<file path="src/rtl/mem_arbiter.sv">
// rtl/mem_arbiter.sv - arbitrates instruction read, data read and data write ports onto one memory bus
// Fixed priority write > data read > instruction read; one bus transaction at a time with ACK timeout.
module mem_arbiter #(
  parameter int TIMEOUT = 256
) (
  input  logic        CLK,
  input  logic        RST,
  input  logic        INST_RDEN,
  input  logic [31:0] INST_RIADDR,
  output logic [31:0] INST_ROADDR,
  output logic        INST_RVALID,
  output logic [31:0] INST_RDATA,
  input  logic        DATA_RDEN,
  input  logic [31:0] DATA_RIADDR,
  output logic [31:0] DATA_ROADDR,
  output logic        DATA_RVALID,
  output logic [31:0] DATA_RDATA,
  input  logic        DATA_WREN,
  input  logic [31:0] DATA_WADDR,
  input  logic [3:0]  DATA_WSTRB,
  input  logic [31:0] DATA_WDATA,
  output logic        MEM_WAIT,
  output logic        BUS_REQ,
  output logic        BUS_WE,
  output logic [31:0] BUS_ADDR,
  output logic [3:0]  BUS_STRB,
  output logic [31:0] BUS_WDATA,
  input  logic        BUS_ACK,
  input  logic [31:0] BUS_RDATA,
  output logic        BUS_ERR
);

  localparam int CW = $clog2(TIMEOUT + 1);
  localparam logic [1:0] SEL_INST = 2'd0;
  localparam logic [1:0] SEL_DRD  = 2'd1;
  localparam logic [1:0] SEL_WR   = 2'd2;

  typedef enum logic [1:0] {S_IDLE, S_ARB, S_WAIT, S_DONE} state_t;

  state_t        state_q;
  logic [2:0]    pend_q;
  logic          inst_done_q, data_done_q;
  logic [1:0]    sel_q;
  logic [CW-1:0] cnt_q;
  logic [31:0]   inst_addr_q, drd_addr_q, wr_addr_q, wr_data_q;
  logic [3:0]    wr_strb_q;
  logic [31:0]   inst_rdata_q, inst_roaddr_q, data_rdata_q, data_roaddr_q;
  logic          bus_err_q;

  logic [1:0]    pick;
  logic [1:0]    cur_sel;
  logic          bus_active;
  logic          complete;
  logic [31:0]   rd_data_d;

  always_comb begin
    pick = SEL_INST;
    if (pend_q[2])      pick = SEL_WR;
    else if (pend_q[1]) pick = SEL_DRD;
  end

  // In ARB the selection is still combinational; WAIT holds the registered choice.
  assign cur_sel    = (state_q == S_ARB) ? pick : sel_q;
  assign bus_active = (state_q == S_ARB) || (state_q == S_WAIT);
  assign complete   = BUS_ACK || (cnt_q == CW'(TIMEOUT - 1));
  assign rd_data_d  = BUS_ACK ? BUS_RDATA : 32'h0;

  assign MEM_WAIT  = bus_active;
  assign BUS_REQ   = (state_q == S_ARB);
  assign BUS_WE    = bus_active && (cur_sel == SEL_WR);
  assign BUS_STRB  = !bus_active ? 4'h0 : (BUS_WE ? wr_strb_q : 4'hF);
  assign BUS_WDATA = BUS_WE ? wr_data_q : 32'h0;

  always_comb begin
    BUS_ADDR = 32'h0;
    if (bus_active) begin
      case (cur_sel)
        SEL_WR:  BUS_ADDR = wr_addr_q;
        SEL_DRD: BUS_ADDR = drd_addr_q;
        default: BUS_ADDR = inst_addr_q;
      endcase
    end
  end

  assign INST_RVALID = (state_q == S_DONE) && inst_done_q;
  assign DATA_RVALID = (state_q == S_DONE) && data_done_q;
  assign INST_RDATA  = inst_rdata_q;
  assign INST_ROADDR = inst_roaddr_q;
  assign DATA_RDATA  = data_rdata_q;
  assign DATA_ROADDR = data_roaddr_q;
  assign BUS_ERR     = bus_err_q;

  always_ff @(posedge CLK or negedge RST) begin
    if (!RST) begin
      state_q       <= S_IDLE;
      pend_q        <= 3'b000;
      inst_done_q   <= 1'b0;
      data_done_q   <= 1'b0;
      sel_q         <= SEL_INST;
      cnt_q         <= '0;
      inst_addr_q   <= 32'h0;
      drd_addr_q    <= 32'h0;
      wr_addr_q     <= 32'h0;
      wr_data_q     <= 32'h0;
      wr_strb_q     <= 4'h0;
      inst_rdata_q  <= 32'h0;
      inst_roaddr_q <= 32'h0;
      data_rdata_q  <= 32'h0;
      data_roaddr_q <= 32'h0;
      bus_err_q     <= 1'b0;
    end else begin
      bus_err_q <= 1'b0;
      case (state_q)
        S_IDLE, S_DONE: begin
          inst_done_q <= 1'b0;
          data_done_q <= 1'b0;
          pend_q      <= pend_q | {DATA_WREN, DATA_RDEN, INST_RDEN};
          if (INST_RDEN) inst_addr_q <= INST_RIADDR;
          if (DATA_RDEN) drd_addr_q  <= DATA_RIADDR;
          if (DATA_WREN) begin
            wr_addr_q <= DATA_WADDR;
            wr_strb_q <= DATA_WSTRB;
            wr_data_q <= DATA_WDATA;
          end
          state_q <= (INST_RDEN || DATA_RDEN || DATA_WREN) ? S_ARB : S_IDLE;
        end
        S_ARB: begin
          sel_q        <= pick;
          pend_q[pick] <= 1'b0;
          cnt_q        <= '0;
          state_q      <= S_WAIT;
        end
        S_WAIT: begin
          if (complete) begin
            // A timeout completes like an ACK carrying zero data, flagged one cycle later.
            bus_err_q <= !BUS_ACK;
            if (sel_q == SEL_INST) begin
              inst_rdata_q  <= rd_data_d;
              inst_roaddr_q <= inst_addr_q;
              inst_done_q   <= 1'b1;
            end else if (sel_q == SEL_DRD) begin
              data_rdata_q  <= rd_data_d;
              data_roaddr_q <= drd_addr_q;
              data_done_q   <= 1'b1;
            end
            state_q <= (pend_q != 3'b000) ? S_ARB : S_DONE;
          end else begin
            cnt_q <= cnt_q + CW'(1);
          end
        end
        default: state_q <= S_IDLE;
      endcase
    end
  end

endmodule

</file>
<file path="config.mk">
export PLATFORM = sky130hd
export DESIGN_NAME = mem_arbiter
export DESIGN_NICKNAME = d
export VERILOG_FILES = /design/src/rtl/mem_arbiter.sv
export SDC_FILE = /design/constraint.sdc
export NUM_CORES = 1
export LEC_CHECK = 0
export CORE_MARGIN = 2
export CORE_UTILIZATION = 47
export CTS_CLUSTER_DIAMETER = 150
export DETAILED_ROUTE_END_ITERATION = 8
export GPL_TIMING_DRIVEN = 0
export PLACE_DENSITY = 0.89
export SLEW_MARGIN = 10
export SYNTH_ARGS = -nofsm -noshare
export SYNTH_HDL_FRONTEND = slang
export SYNTH_SLANG_ARGS = --single-unit
</file>
<file path="constraint.sdc">
create_clock -name CLK -period 4.1 [get_ports CLK]
set_input_delay 1.23 -clock CLK [delete_from_list [all_inputs] [get_ports CLK]]
set_output_delay 1.23 -clock CLK [all_outputs]
set_load 0.01 [all_outputs]
</file>
==> flow_metrics.py, run 1 <==
metrics = {
    "run_status": {
        "status": "finished, final reports clean",
    },
    "route": {
        "ant_nets": 0,
        "drt-vias-per-instance": 5.28,
        "num_vias": 8504,
        "drc": 0,
        "wl_per_cell_microns": 21.2,
        "finalWirelength_microns": 34100,
        "drt_pre_antenna_iters": 4,
        "drt-initial-drc-count": 448,
    },
    "power": {
        "p_leak_nw": 8.01,
        "total_power_w": 0.0153,
        "peakVddDrop_mv": 0.529,
        "powerDensity_mw_per_mm2": 874,
    },
    "place": {
        "port_buffers": 371,
        "hpwl_microns": 24300,
        "gp_congestion": 0.822,
    },
    "logic_synthesis": {
        "ys_ff_latch": 279,
        "synthTopCellsByArea": "dfrtp_1, mux2_2, mux2_4",
        "synth_edf_count": 0,
        "synth_fp_nets": 1025,
        "ys_async_sr_fraction": 1.00,
        "ys_warn_count": 0,
        "syn_inst": 847,
        "ys.flop_type": "dfrtp_1",
        "yosys.area.top_type": "dfrtp_1",
        "synth.distinct_cells": 35,
        "syn-cell-area_sq_mm": 0.0120,
        "seq_area_frac_synth": 0.582,
        "syn_avg_cell_area_sq_um": 14.2,
        "yosys.area.top_type_share": 0.582,
    },
    "sta": {
        "post-route-min-period_ns": 4.02,
        "fin_crit_sh": 0.981,
        "maxSlewHeadroom": 0.513,
        "fmax_ghz": 0.249,
        "holdWs_ns": 0.465,
        "rsz0062_at_grt": "true",
        "tightest_slew_ns": 0.730,
        "finalMaxSlewViolations": 0,
        "setup_viol": 0,
        "fin_skew_ns": 0.00804,
        "hold_violations": 0,
        "fin_tns_setup_ns": 0,
    },
    "cells_and_area": {
        "final_cell_mix": "clkdlybuf4s50_1, dfrtp_1, mux2_2",
        "drive_gt1_frac": 0.310,
        "utilization": 0.697,
        "nets": 1440,
        "n_antenna_cell": 0,
        "area_growth_pct": 46.0,
        "mostFrequentLayoutCell": "clkdlybuf4s50_1",
        "num-fill-cells": 1714,
    },
    "clock_tree": {
        "path_clk_slew_ns": 0.06,
        "numCtsBuffers": 30,
        "clockBufferDepth": 3,
        "cts_tree": "built",
        "clkSinkCount": 279,
        "clockRootBuffer": "clkbuf_16",
        "clock_latency_ns": 0.55,
        "h-tree-depth": 1,
    },
    "hold_path": {
        "hold_class": "flip-flop to flip-flop",
        "whs_endpoint": "data_done_q",
        "holdCritStartpoint": "data_done_q",
        "hold_depth": 2,
    },
    "critical_path": {
        "rr_worst_depth": 9,
        "path_max_fanout": 7,
        "slowest_delay_ns": 0.38,
        "r2r-end": "INST_ROADDR[28]",
        "critPathMostFrequentCell": "buf_4",
        "rrSetupSlack_ns": 1.14,
        "cp.required_ns": 2.87,
        "end_kind": "output port",
        "cp.arrival_ns": 2.79,
        "regToRegStartpoint": "cnt_q[0]",
        "crit_chain": "buf_4 -> ha_4 -> mux2_2 -> ha_4 -> buf_4 -> nor2b_4 -> clkbuf_8 -> buf_4 -> and2_1 -> dlygate4sd2_1",
        "worstSetupStartpointType": "flip-flop",
        "path_class": "flip-flop to output port",
        "slowest_stage": "mux2_2",
    },
    "global_route": {
        "grt_pass1_wl_microns": 52100,
        "grt_pass1_vias": 9320,
        "antenna_found_initial": 0,
        "grt_usage": 0.250,
        "grt_max_degree": 112,
        "grt_overflow_total": 0,
    },
    "floorplanning": {
        "start_util": 0.477,
        "core_sq_mm": 0.0251,
        "std_cell_rows": 58,
        "fp.dieH_microns": 164,
        "dieArea_sq_mm": 0.0268,
        "pin_count": 372,
        "dieWidth_microns": 164,
    },
    "run": {
        "maxCapViolations": 0,
    },
}
## report_power, final
group	internal (W)	switching [W]	leakage (nW)
clock	0.00152	0.00108	0.468
sequential	0.00403	0.000868	3.49
combinational	0.00428	0.00352	4.05
total	0.00983	0.00546	8.01
## cell usage after synthesis (9+ instances only)
cell type / count
a21oi_1: 12
a221oi_1: 32
and2_1: 66
buf_1: 15
buf_2: 9
clkbuf_1: 24
dfrtp_1: 279
inv_1: 12
mux2_2: 213
mux2_4: 49
nand2_1: 14
nor2b_1: 34
nor3_1: 34
o21ai_0: 9
## layout make-up
class	instances	area [sq um]	share of cell area
clock buffers	43	871	0.0498
repair buffers	386	3800	0.217
flip-flops and latches	279	6980	0.399
well taps	330	413	0.0236
inverters	12	45.0	0.00257
plain buffers	51	362	0.0207
multi-input cells	502	4960	0.283
clock inverters	8	68.8	0.00393
## routing by layer
layer / up-vias / track usage / share of wire
li1: 3842 / - / -
met1: 4270 / 0.292 / 0.38
met2: 324 / 0.446 / 0.50
met3: 68 / 0.0712 / 0.081
met4: 0 / 0.0781 / 0.032
met5: - / 0 / 0
## stage by stage
stage / worst slack [ns] / std cells / area, sq um
floorplan: 0.458 / 847 / 12000
global placement: -10.08 / 1548 / 16100
detailed placement: -0.753 / 1550 / 16200
CTS: 0.00412 / 1611 / 17300
global route: -0.0430 / 1611 / 17500
finish: 0.0774 / 1611 / 17500
## how the worst max path moves through the flow
stage	depth (start not counted)	startpoint	slack, ns	endpoint
after floorplan	9	state_q[1]	0.46	BUS_ADDR[10]
after global placement	1	RST	-10.08	INST_ROADDR[18]
after detailed placement	10	state_q[1]	-0.75	BUS_ADDR[12]
after CTS	10	state_q[0]	0.004	BUS_WDATA[1]
after global routing	11	state_q[0]	-0.04	BUS_WDATA[8]
final	10	state_q[0]	0.08	BUS_WDATA[2]
## registers in the layout, indices dropped and copies added, names as in the netlist, 4 cells and up
register	flops
DATA_ROADDR	32
DATA_RDATA	32
wr_strb_q	4
drd_addr_q	32
wr_data_q	32
wr_addr_q	32
INST_ROADDR	32
cnt_q	9
INST_RDATA	32
inst_addr_q	32
## critical path, delay by kind of cell, from the launching register on
| kind | cells | cell delay (ns) |
|---|---|---|
| and+or+nand+nor | 2 | 0.30 |
| muxes | 1 | 0.38 |
| DFF | 1 | 0.36 |
| buffers and inverters | 5 | 0.86 |
| adders and majority gates | 2 | 0.35 |
## cell families after synthesis
family / after synthesis / synth area share
buf+inv: 66 / 0.0254
compound gates: 60 / 0.0367
flops: 279 / 0.582
fa+ha+maj: 8 / 0.00835
mux: 265 / 0.264
simple gates: 169 / 0.0832
## what timing repair did
item                       CTS  global route
setup endpoints to repair   69            44
hold buffers                 0             0
setup buffers               13             0
pin swaps                    3             4
gates cloned                 0             0
resized for setup          121            50
No activity file was read; power rests on OpenSTA's default activity.
==> run 2, diff against run 1 <==
Settings changed: SLEW_MARGIN 10 to 20.
==> run 2 against run 1 <==
Against the previous run: global-route usage up 0.36 points; largest power group unchanged; die area unchanged; core utilization up 0.35 points; critical path type unchanged; sequential share of layout area down 0.20 points; largest cell class unchanged; highest routed layer unchanged.
==> flow_metrics.py, run 2 (synthesis results as in run 1) <==
metrics = {
    "sta": {
        "fmax_ghz": 0.251,
        "rsz0062_at_grt": "false",
        "finalMaxSlewViolations": 0,
        "fin_crit_sh": 0.971,
        "fin_skew_ns": 0.0139,
        "fin_tns_setup_ns": 0,
        "tightest_slew_ns": 0.702,
        "hold_violations": 0,
        "layout_setup_ws_ns": 0.121,
        "holdWs_ns": 0.471,
        "setup_viol": 0,
        "maxSlewHeadroom": 0.532,
        "post-route-min-period_ns": 3.98,
    },
    "hold_path": {
        "hold_class": "flip-flop to flip-flop",
    },
    "route": {
        "drt-vias-per-instance": 5.32,
        "drt-initial-drc-count": 475,
        "num_vias": 8579,
        "finalWirelength_microns": 35000,
        "wl_per_cell_microns": 21.7,
        "drc": 0,
        "ant_nets": 0,
        "drt_pre_antenna_iters": 4,
    },
    "clock_tree": {
        "h-tree-depth": 1,
        "clockRootBuffer": "clkbuf_16",
        "path_clk_slew_ns": 0.06,
        "cts_tree": "built",
        "cts-hold-fix-buffers": 0,
        "clock_latency_ns": 0.54,
        "numCtsBuffers": 29,
        "clockBufferDepth": 3,
        "clkSinkCount": 279,
    },
    "critical_path": {
        "crit_chain": "ha_4 -> nand3b_1 -> o21a_1 -> ha_4 -> nor2b_4 -> buf_4 -> and2_1 -> clkdlybuf4s50_1",
        "cp.arrival_ns": 2.75,
        "slowest_delay_ns": 0.56,
        "critPathMostFrequentCell": "ha_4",
        "path_max_fanout": 7,
        "end_kind": "output port",
        "cp.required_ns": 2.87,
        "slowest_stage": "clkdlybuf4s50_1",
        "path_buf_inv": 2,
        "cp_top_family": "buffers and inverters",
        "path_class": "flip-flop to output port",
        "worstSetupStartpointType": "flip-flop",
    },
    "global_route": {
        "grt_overflow_total": 0,
        "grt_pass1_vias": 9381,
        "antenna_found_initial": 1,
        "grt_pass1_wl_microns": 52500,
        "grt_max_degree": 96,
        "grt_usage": 0.254,
    },
    "floorplanning": {
        "std_cell_rows": 58,
        "start_util": 0.477,
        "dieWidth_microns": 164,
        "pin_count": 372,
        "dieArea_sq_mm": 0.0268,
        "core_sq_mm": 0.0251,
        "fp.dieH_microns": 164,
    },
    "cells_and_area": {
        "utilization": 0.700,
        "design_area_sq_mm": 0.0176,
        "final_cell_mix": "clkdlybuf4s50_1, dfrtp_1, mux2_2",
        "area_growth_pct": 46.7,
        "mostFrequentLayoutCell": "clkdlybuf4s50_1",
        "nets": 1439,
        "drive_gt1_frac": 0.299,
    },
    "power": {
        "p_switching_w": 0.00541,
        "comb_power_share": 0.503,
        "peakVddDrop_mv": 0.568,
        "p_clk_frac": 0.179,
        "p_sw_frac": 0.352,
        "seqPwrFrac": 0.317,
        "powerDensity_mw_per_mm2": 874,
        "p_int_w": 0.00995,
        "p_leak_nw": 8.32,
    },
    "place": {
        "postPlaceCellArea_sq_mm": 0.0162,
        "post-place-ws_ns": -0.803,
        "gp_congestion": 0.822,
        "hpwl_microns": 24600,
        "port_buffers": 371,
    },
    "run_status": {
        "status": "finished, final reports clean",
    },
    "run": {
        "maxCapViolations": 0,
    },
}
[run 2: layer usage]
| layer | vias to the layer above | track usage | wire (microns) | share of wire |
|---|---|---|---|---|
| met5 | - | 0 | 0 | 0 |
| met4 | 0 | 0.0738 | 965 | 0.028 |
| met3 | 72 | 0.0710 | 2970 | 0.085 |
| met2 | 339 | 0.453 | 17900 | 0.51 |
| met1 | 4325 | 0.299 | 13200 | 0.38 |
| li1 | 3843 | - | - | - |
[run 2: cell type report]
type / instances / area (sq um)
Timing Repair Buffer: 386 / 3940
Clock buffer: 43 / 878
Multi-Input combinational cell: 502 / 4830
Inverter: 12 / 45.0
Sequential cell: 279 / 6980
Fill cell: 1706 / 7520
Buffer: 51 / 364
Clock inverter: 10 / 128
Antenna cell: 1 / 2.50
Tap cell: 330 / 413
[run 2: stage by stage]
stage,total power (W),instances
after global routing,0.0162,1613
after CTS,0.0154,1606
after global placement,0.0120,1548
after floorplan,0.00849,847
after detailed placement,0.0123,1551
final,0.0154,1614
[run 2: repair_timing]
action | 4_1_cts | 5_1_grt
resized for setup | 101 | 33
setup buffers | 5 | 6
gates cloned | 0 | 1
endpoints found under the hold margin | 0 | 0
pin swaps | 1 | 1
endpoints found under the setup margin | 69 | 64
[run 2: worst register-to-register path, delay by kind of cell, from the launching register on]
kind                     cells  cell delay (ns)
buffers and inverters        2             0.75
multiplexers                 1             0.39
AND/OR/NAND/NOR              4             0.91
adder cells (fa/ha/maj)      2             0.44
flip-flops                   1             0.38
[run 2: worst paths after layout]
path                             start         endpoint  slack [ns]  cells after the start
min in group asynchronous          RST   INST_RDATA[25]        0.60                      1
setup / recovery            state_q[0]     BUS_WDATA[0]        0.12                      8
hold / removal             data_done_q      data_done_q        0.47                      2
max in group asynchronous          RST   inst_addr_q[5]        2.36                      3
setup reg to reg              cnt_q[0]  INST_ROADDR[14]        1.12                      9
hold reg to reg            data_done_q      data_done_q        0.47                      2
[run 2: power groups by stage]
stage	logic, W	registers [W]	clock network, W
6_report	0.00773	0.00488	0.00275
5_1_grt	0.00826	0.00502	0.00289
4_1_cts	0.00771	0.00485	0.00280
3_5_place_dp	0.00741	0.00486	0
3_3_place_gp	0.00724	0.00479	0
2_1_floorplan	0.00361	0.00488	0
